### config.mk
export PLATFORM = sky130hd
export DESIGN_NAME = cla_share_ctrl
export DESIGN_NICKNAME = d
export VERILOG_FILES = /design/src/rtl/cla_share_ctrl.sv
export SDC_FILE = /design/constraint.sdc
export NUM_CORES = 1
export LEC_CHECK = 0
export CORE_ASPECT_RATIO = 1.4
export CORE_UTILIZATION = 41
export DETAILED_ROUTE_END_ITERATION = 6
export GPL_TIMING_DRIVEN = 1
export PLACE_DENSITY = 0.9
export SYNTH_ARGS = -nofsm -noshare
export SYNTH_HDL_FRONTEND = slang
export SYNTH_SLANG_ARGS = --single-unit
### constraint.sdc
create_clock -name clk -period 1.9 [get_ports clk]
set_input_delay 0.475 -clock clk [delete_from_list [all_inputs] [get_ports clk]]
set_output_delay 0.475 -clock clk [all_outputs]
set_load 0.01 [all_outputs]
### src/rtl/cla_share_ctrl.sv
// Round-robin share of one external 15-bit CLA add/sub between two requesters.
// Accept -> response pulse after SETTLE+1 cycles; readys held low while an op is in flight.
module cla_share_ctrl #(
    parameter int WIDTH  = 15,
    parameter int SETTLE = 1
) (
    input  logic             clk,
    input  logic             rst_n,
    input  logic             req0_valid,
    output logic             req0_ready,
    input  logic [WIDTH-1:0] req0_a,
    input  logic [WIDTH-1:0] req0_b,
    input  logic             req0_sub,
    output logic             rsp0_valid,
    output logic [WIDTH-1:0] rsp0_sum,
    output logic             rsp0_ovf,
    input  logic             req1_valid,
    output logic             req1_ready,
    input  logic [WIDTH-1:0] req1_a,
    input  logic [WIDTH-1:0] req1_b,
    input  logic             req1_sub,
    output logic             rsp1_valid,
    output logic [WIDTH-1:0] rsp1_sum,
    output logic             rsp1_ovf,
    output logic [WIDTH-1:0] dp_a,
    output logic [WIDTH-1:0] dp_b,
    output logic             dp_addsub,
    input  logic [WIDTH-1:0] dp_sum,
    input  logic             dp_ovf,
    output logic             busy
);

    typedef enum logic [1:0] {IDLE = 2'd0, WAIT = 2'd1, RESP = 2'd2} state_t;

    localparam int            CW       = (SETTLE > 1) ? $clog2(SETTLE) : 1;
    localparam logic [CW-1:0] CNT_LAST = CW'(SETTLE - 1);

    state_t        state;
    state_t        state_nxt;
    logic [CW-1:0] cnt;
    logic          last_grant;
    logic          owner;
    logic          gnt0;
    logic          gnt1;

    // A lone requester always wins; on contention the one not served last wins.
    always_comb begin
        gnt0      = 1'b0;
        gnt1      = 1'b0;
        state_nxt = state;
        case (state)
            IDLE: begin
                gnt0 = req0_valid && (!req1_valid || last_grant);
                gnt1 = req1_valid && (!req0_valid || !last_grant);
                if (gnt0 || gnt1) begin
                    state_nxt = WAIT;
                end
            end
            WAIT: begin
                if (cnt == CNT_LAST) begin
                    state_nxt = RESP;
                end
            end
            RESP:    state_nxt = IDLE;
            default: state_nxt = IDLE;
        endcase
    end

    assign req0_ready = gnt0;
    assign req1_ready = gnt1;
    assign busy       = (state == WAIT) || (state == RESP);

    always_ff @(posedge clk or negedge rst_n) begin
        if (!rst_n) begin
            state      <= IDLE;
            cnt        <= '0;
            last_grant <= 1'b1;
            owner      <= 1'b0;
            dp_a       <= '0;
            dp_b       <= '0;
            dp_addsub  <= 1'b0;
            rsp0_valid <= 1'b0;
            rsp0_sum   <= '0;
            rsp0_ovf   <= 1'b0;
            rsp1_valid <= 1'b0;
            rsp1_sum   <= '0;
            rsp1_ovf   <= 1'b0;
        end else begin
            state <= state_nxt;
            case (state)
                IDLE: begin
                    if (gnt0 || gnt1) begin
                        dp_a       <= gnt1 ? req1_a : req0_a;
                        dp_b       <= gnt1 ? req1_b : req0_b;
                        dp_addsub  <= gnt1 ? req1_sub : req0_sub;
                        owner      <= gnt1;
                        last_grant <= gnt1;
                        cnt        <= '0;
                    end
                end
                WAIT: begin
                    cnt <= cnt + 1'b1;
                    // dp_* have been stable for SETTLE edges: the CLA output is valid now.
                    if (cnt == CNT_LAST) begin
                        if (owner) begin
                            rsp1_valid <= 1'b1;
                            rsp1_sum   <= dp_sum;
                            rsp1_ovf   <= dp_ovf;
                        end else begin
                            rsp0_valid <= 1'b1;
                            rsp0_sum   <= dp_sum;
                            rsp0_ovf   <= dp_ovf;
                        end
                    end
                end
                RESP: begin
                    rsp0_valid <= 1'b0;
                    rsp1_valid <= 1'b0;
                end
                default: ;
            endcase
        end
    end

endmodule

---- Yosys cells after proc, flatten, opt, wreduce, memory -nomap -nowiden ----
Index checks and enable logic that the tools add are counted.
operators by class
  add/subtract/negate cells ............... 1
  eq/ne operators ......................... 7
  multiplexer cells ....................... 16
  bitwise operators ....................... 2
  reduce and logical (&&, ||, !) cells .... 20
operator list
  operator             count
  $mux 15              2
  $reduce_and 3->1     4
  $ne 2x2->1 const B   5
  $mux 1               8
  $pmux 1 s2           3
  $reduce_and 2->1     3
  $logic_or 1x1->1     5
  $mux 2               2
  $pmux 2 s2           1
  $reduce_bool 2->1    2
  $logic_not 1->1      3
  $eq 2x1->1 const B   1
  $eq 2x2->1 const B   1
  $logic_and 1x1->1    2
  $logic_not 2->1      1
  $not 1->1            2
  $add 1x1->1 const B  1
word-level totals
  bits in registers ....................... 70
  bits of input ports ..................... 82
  output and inout port bits .............. 68
  logic and storage cells ................. 59

---- Logic depth before layout (Yosys ltp) ----
Gate-level depths: netlist of run 1.
  word-level depth ........................ 7
  depth in mapped cells ................... 8
  depth with buffers taken out ............ 5

---- Worst setup path after synthesis of run 1 ----
OpenSTA, ideal clock, no wires.
  path type ............................... register -> register
  from .................................... register state[1]
  to ...................................... register rsp0_sum[0]
  library setup time ...................... 0.125 ns
  data arrival time ....................... 1.568 ns
  data required time ...................... 1.775 ns
  path slack .............................. 0.207 ns
  cell stages (with the launch flop) ...... 7
  buffers on the path ..................... 2
  clock period less this slack ............ 1.693 ns
  path through ............................ dfrtp_1 > inv_1 > ha_1 > buf_6 > nor3b_4 > buf_6 > mux2_2
between the ends
  cells in the longest elaborated chain, start to end .. 2
RTL lines
  element                     line  text
  start, declared             38    state_t state;
  start signal, assigned      89    state <= state_nxt;
  $eq 2x1->1                  90    case (state)
  $reduce_and 3->1 (no line)  -
  end signal, assigned        111   rsp0_sum <= dp_sum;
  end, declared               15    output logic [WIDTH-1:0] rsp0_sum,
No other way between the ends.
A chain may end at the register's enable or synchronous reset.

---- Worst setup path in the final report of run 1 ----
  from .................................... register state[1]
  to ...................................... output req0_ready
between the ends
  cells in the longest elaborated chain, start to end .. 2
RTL lines
  element          line  text
  $logic_not 2->1  51    case (state)
  $mux 1           51
  end, declared    10    output logic req0_ready,
No other way between the ends.

==> key figures, run 1 <==
Status
  – Outcome: complete, no violations

GRT
  – Vias in the first global route: 2925
  – Largest net degree at the start of global routing: 47
  – Grt ovf: 0
  – First-pass GRT wire length: 13.4 mm
  – Antenna violations before repair: 0
  – Total Routing Usage GR: 22.5%

Power
  – Clock power frac: 15.7%
  – Combinational share of power: 51.1%
  – Design Power: 8.16 mW
  – Static Leak: 2.03 nW
  – Internal: 5.37 mW
  – Switching Share: 34.2%
  – VDD IR max: 1.06 mV
  – Sequential cell fraction of total power: 33.1%
  – Cell Pwr Density: 1630 mW/mm2
  – Switching power: 2.79 mW

Synthesis
  – Post-Synthesis Net Count: 375
  – Top cells by count, synth: dfrtp_1 (69), nor2_1 (37), o21ai_0 (33)
  – Post-synthesis sequential area ratio: 56.5%
  – Synth async-reset ratio: 100%
  – Most frequent cell after synthesis: dfrtp_1
  – Top post-synthesis cells by area: dfrtp_1 (56%), mux2_2 (12%), a31oi_1 (6.3%), o21ai_0 (5.3%), nand3_1 (5.0%)
  – Ys Warns: 0
  – Mean Syn Cell Area: 10.7 um2
  – Dominant cell type by area after synthesis: dfrtp_1
  – Post-Syn Instances: 290
  – Area fraction of the dominant cell type after synthesis: 55.7%
  – Ys flop type: dfrtp_1
  – Number of flops mapped to enable cells by yosys: 0
  – Synthesized cell area: 0.00310 mm2
  – Unique cell type count in the Yosys netlist: 26
  – Post-synthesis register bit count: 70

Floorplan
  – Number of placed I/O pins: 150
  – Core area: 0.00731 mm2
  – Die Ht: 105 um
  – Starting density of the core: 42.4%
  – Die area: 0.00792 mm2
  – Number of cell rows: 37
  – Die Width: 75.5 um

Final layout
  – Fillers: 578
  – Antenna cells: 0
  – Share of post-route cells with drive strength above 1: 17.4%
  – Area grow syn2layout: 61.5%
  – FF/Latch Area: 0.00175 mm2
  – # nets final: 528
  – Final Instance Count excl. Fillers: 544
  – Area occupied by multi-input gates: 0.00123 mm2

Flow run
  – Maxcap violations: 0

Critical path
  – Crit path capture type: output pin
  – Reg-to-reg slack, setup: 0.14 ns
  – Critical path fanouts, max: 4
  – Type of origin of the critical path: flop
  – WP data arrival: 1.35 ns
  – WP data required: 1.42 ns
  – Crit Path Class: reg -> out

Routing
  – Total Wirelength: 8.35 mm
  – Post-route ant nets: 0
  – Vias per cell: 5.16
  – Router iterations before antenna repair: 4
  – # DRC: 0
  – Starting DRT DRC Count: 142
  – Per-cell routed wire length: 15.3 um
  – Via count: 2809

Timing
  – Period utilization: 95.8%
  – Max frequency: 549 MHz
  – Min Clock Period, post-route: 1.82 ns
  – Setup Viol. Count Final: 0
  – Pins Over Slew Limit: 0
  – Clock Skew: 0.00618 ns
  – Final hold viol count: 0
  – Rel. slew slack: 76.8%
  – Worst-margin pin slew: 0.349 ns

Placement
  – GPL Wtd Cong: 0.834
  – Hpwl dp: 6.13 mm
  – Dpl cells: 528
  – IO Port Bufs: 149

Clock tree
  – Clock-pin transition on the worst setup and hold timing paths: 0.07 ns
  – CTS buffer count: 9
  – Root Driver: clkbuf_8
  – CTS sink cnt: 70
  – Clk buf depth: 2
  – H-tree Lvls: 3
  – TritonCTS clock tree: done
  – Clock latency at the later pin of the worst-skew pair: 0.34 ns

Min path
  – Hold Path Class: in -> async
## routing by layer
metal  up-vias  wire length [um]  global-route usage [%]
met5         -                 0                       0
met4         0               201                    9.26
met3        21               577                    6.65
met2       110              4550                    39.2
met1      1339              3020                    24.5
li1       1339                 -                       -
## worst paths after layout
path | startpoint | cells past startpoint | to
hold / removal | rst_n | 1 | rsp0_sum[11]
setup reg to reg | state[1] | 6 | rsp0_sum[7]
min in group clk | req0_valid | 4 | last_grant
hold reg to reg | rsp0_sum[13] | 1 | rsp0_sum[13]
setup / recovery | state[1] | 5 | req0_ready
max in group asynchronous | rst_n | 2 | dp_a[3]
## cells in the final DEF (no fill, tap or decap), types with 2 or more instances in the layout
| cell | netlist | layout |
|---|---|---|
| bufinv_16 | 0 | 2 |
| nor2_1 | 37 | 37 |
| buf_4 | 2 | 14 |
| o21ai_0 | 33 | 33 |
| mux2_2 | 32 | 32 |
| ha_1 | 3 | 2 |
| inv_2 | 0 | 2 |
| clkinv_4 | 0 | 2 |
| inv_1 | 4 | 2 |
| buf_2 | 6 | 2 |
| clkdlybuf4s50_1 | 0 | 144 |
| clkinv_2 | 0 | 2 |
| buf_12 | 0 | 5 |
| clkbuf_8 | 0 | 9 |
| a31oi_1 | 31 | 31 |
| a21oi_1 | 7 | 6 |
| dfrtp_1 | 69 | 69 |
| nand3_1 | 31 | 31 |
| nand2_1 | 6 | 5 |
## final cells by class
class | instances | area share, %
timing repair buffer | 167 | 33.5
clock inverter | 6 | 1.75
clock buffer | 9 | 2.47
sequential | 70 | 35.0
tap | 97 | 2.42
inverter | 4 | 0.300
multi-input combinational | 191 | 24.6
## flip-flops by register name, summed over array words and instances (netlist names)
register	cells
rsp0_valid	1
rsp1_ovf	1
last_grant	1
dp_a	15
dp_b	15
cnt	1
rsp0_ovf	1
rsp1_sum	15
owner	1
rsp1_valid	1
rsp0_sum	15
dp_addsub	1
state	2
## power groups by stage
stage | registers (mW) | clock network, mW | logic (mW)
global route | 2.80 | 1.37 | 4.54
finish | 2.70 | 1.28 | 4.17
detailed placement | 2.73 | 0 | 4.18
CTS | 2.71 | 1.31 | 4.20
floorplan | 3.00 | 0 | 1.69
global placement | 2.68 | 0 | 4.04
## repair_timing
| action | 4_1_cts | 5_1_grt |
|---|---|---|
| hold endpoints to repair | 0 | 0 |
| resized for setup | 14 | 2 |
| hold buffers | 0 | 0 |
| pin swaps | 1 | 1 |
| setup endpoints to repair | 3 | 1 |
| buffers inserted | 0 | 1 |
## logic make-up after synthesis
| group | share of synthesized area, % |
|---|---|
| xor gates and xnor gates | 0.282 |
| adders and majority gates | 1.21 |
| muxes | 11.6 |
| buffers and inverters | 4.48 |
| and+or+nand+nor | 12.3 |
| DFF | 56.5 |
| AOI/OAI and AO/OA | 13.6 |
## critical path, stage by stage, from the launching register on
cell,delay [ns]
dfrtp_1,0.40
inv_2,0.09
ha_4,0.17
nand2_2,0.07
a21oi_2,0.14
buf_2,0.15
## metrics by stage
step	worst slack, ns	area (um2)	utilization (%)	setup TNS, ns	hold WS [ns]
after global routing	-0.00353	5010	68.5	-0.00353	0.0447
after floorplan	0.207	3100	-	0	0.179
after detailed placement	-0.395	4780	65.3	-0.782	0.408
after global placement	-0.361	4780	65.3	-0.691	0.396
after CTS	0.0484	5000	68.3	0	0.0316
final	0.0792	5010	68.5	0	0.0406
Power figures use the tool's default switching activity.
==> run 2: changes to the inputs <==
--- a/config.mk
+++ b/config.mk
@@ -11,4 +11,5 @@
 export GPL_TIMING_DRIVEN = 1
 export PLACE_DENSITY = 0.9
+export REMOVE_ABC_BUFFERS = 1
 export SYNTH_ARGS = -nofsm -noshare
 export SYNTH_HDL_FRONTEND = slang
==> constraint.sdc (replaced) <==
create_clock -name clk -period 1.9 [get_ports clk]
set_input_delay 0.57 -clock clk [delete_from_list [all_inputs] [get_ports clk]]
set_output_delay 0.57 -clock clk [all_outputs]
set_load 0.01 [all_outputs]
==> key figures, run 2 (same netlist as run 1, synthesis figures left out) <==
Critical path
  – Reg-to-reg slack, setup: 0.09 ns (-0.05 ns)
  – Type of origin of the critical path: flop
  – WP data required: 1.33 ns (-0.09 ns)
  – R2R Path Start: state[1]
  – Worst Reg-to-Reg Cells: 6 (unchanged)
  – Crit Path Class: reg -> out
  – CP max-delay cell: dfrtp_1
  – Worst r2r dst: rsp0_sum[3]
  – WP data arrival: 1.32 ns (-0.03 ns)
  – Family with the most delay on the worst path: flip-flops
  – CP bufs+invs: 2 (unchanged)
  – Crit-path cells: inv_2, ha_4, nand2_1, nor2_1, buf_2
  – Crit path largest cell delay: 0.39 ns (about the same)
  – Crit path capture type: output pin
  – Critical path fanouts, max: 3 (-1)

Timing
  – Rel. slew slack: 75.6% (-1.1 points)
  – RSZ-0062 raised after global routing: true
  – Final hold viol count: 0 (unchanged)
  – Period utilization: 99.3% (+3.5 points)
  – Setup Viol. Count Final: 0 (unchanged)
  – Max frequency: 530 MHz (-3.5%)
  – Fin Setup TNS: 0 ns (unchanged)
  – Clock Skew: 0.00700 ns (+0.000824 ns)
  – Worst-margin pin slew: 0.366 ns (+0.0171 ns)
  – Pins Over Slew Limit: 0 (unchanged)
  – Min Clock Period, post-route: 1.89 ns (+0.0662 ns)

Routing
  – Vias per cell: 5.18 (+0.37%)
  – Per-cell routed wire length: 15.5 um (+1.3%)
  – # DRC: 0 (unchanged)
  – Via count: 2835 (+0.93%)
  – Post-route ant nets: 0 (unchanged)
  – Router iterations before antenna repair: 4 (unchanged)
  – Total Wirelength: 8.50 mm (+1.8%)
  – Starting DRT DRC Count: 115 (-19%)

Clock tree
  – # hold bufs at CTS: 0 (unchanged)
  – CTS buffer count: 9 (unchanged)
  – CTS sink cnt: 70 (unchanged)
  – Clock-pin transition on the worst setup and hold timing paths: 0.08 ns (about the same)
  – H-tree Lvls: 3 (unchanged)
  – Clock latency at the later pin of the worst-skew pair: 0.34 ns (about the same)
  – Clk buf depth: 2 (unchanged)
  – Root Driver: clkbuf_8
  – TritonCTS clock tree: done

Placement
  – Hpwl dp: 6.12 mm (-0.14%)
  – GPL Wtd Cong: 0.726 (-13%)
  – IO Port Bufs: 149 (unchanged)

Status
  – Outcome: complete, no violations

Final layout
  – Final core occ: 68.0% (-0.48 points)
  – # nets final: 530 (+0.38%)
  – Share of post-route cells with drive strength above 1: 17.8% (+0.33 points)
  – Area grow syn2layout: 60.3%
  – Most frequent cells in the layout: clkdlybuf4s50_1 (141), dfrtp_1 (69), nor2_1 (37), o21ai_0 (33), mux2_2 (32)
  – Most common cell after layout, fill and taps aside: clkdlybuf4s50_1
  – Antenna cells: 0 (unchanged)

Floorplan
  – Die area: 0.00792 mm2 (unchanged)
  – Number of placed I/O pins: 150 (unchanged)
  – Starting density of the core: 42.4% (unchanged)
  – Core area: 0.00731 mm2 (unchanged)
  – Die Width: 75.5 um (unchanged)
  – Die Ht: 105 um (unchanged)
  – Number of cell rows: 37 (unchanged)

Min path
  – Hold Path Class: in -> async

Flow run
  – Maxcap violations: 0 (unchanged)

GRT
  – First-pass GRT wire length: 13.6 mm (+1.4%)
  – Grt ovf: 0 (unchanged)
  – Vias in the first global route: 2989 (+2.2%)
  – Total Routing Usage GR: 22.8% (+0.34 points)
  – Antenna violations before repair: 0 (unchanged)
  – Largest net degree at the start of global routing: 71 (+51%)

Power
  – VDD IR max: 0.748 mV (-29%)
  – Cell Pwr Density: 1610 mW/mm2 (-1.5%)
  – Static Leak: 2.02 nW (-0.88%)
-- run 2: metal layers --
metal	wire, um	global-route usage [%]	part of all wire, %	vias up
met5	0	0	0	-
met4	195	8.86	2.3	0
li1	-	-	-	1338
met2	4400	40.1	52	131
met1	3170	24.4	37	1346
met3	732	7.52	8.6	20
-- run 2: power breakdown --
group / total [mW] / internal (mW) / switching [mW]
Sequential: 2.72 / 2.27 / 0.454
Combinational: 4.21 / 2.38 / 1.83
Clock: 1.06 / 0.480 / 0.577
Total: 7.98 / 5.12 / 2.86
-- run 2: layout make-up --
class / instances / area [um2]
clock inverters: 6 / 47.5
fillers: 583 / 2340
well taps: 97 / 121
clock buffers: 10 / 128
repair buffers: 169 / 1680
multi-input cells: 191 / 1230
inverters: 4 / 15.0
flip-flops and latches: 70 / 1750
-- run 2: worst max path at each step --
stage / from / to / slack (ns) / cells after the start
final: state[1] / req1_ready / 0.01 / 5
after global routing: state[1] / req1_ready / -0.05 / 5
after CTS: state[1] / req1_ready / 0.0009 / 5
after detailed placement: req0_valid / req1_ready / -0.59 / 4
after global placement: req0_valid / req1_ready / -0.56 / 4
after floorplan: state[0] / dp_a[0] / -0.25 / 4
-- run 2: per-stage QoR --
stage | total power, mW | cell area [um2] | setup WS [ns] | instances | hold WS [ns]
after floorplan | 4.54 | 2980 | -0.252 | 265 | 0.274
after CTS | 8.06 | 4970 | 0.000862 | 547 | 0.247
final | 7.98 | 4970 | 0.0130 | 547 | 0.238
after global placement | 6.77 | 4770 | -0.560 | 529 | 0.487
after global routing | 8.56 | 4970 | -0.0531 | 547 | 0.244
after detailed placement | 6.95 | 4770 | -0.585 | 529 | 0.495
-- run 2: what timing repair did --
item / CTS / global route
buffers inserted: 2 / 0
cloned: 0 / 0
resized for setup: 17 / 3
setup endpoints to repair: 3 / 4
pin swaps: 1 / 1
-- run 2: worst reg2reg max path, delay by kind of cell (launching register included) --
family | cells | cell delay [ns]
buf+inv | 3 | 0.48
flops | 1 | 0.39
mux | 1 | 0.38
fa+ha+maj | 1 | 0.24
simple gates | 1 | 0.20
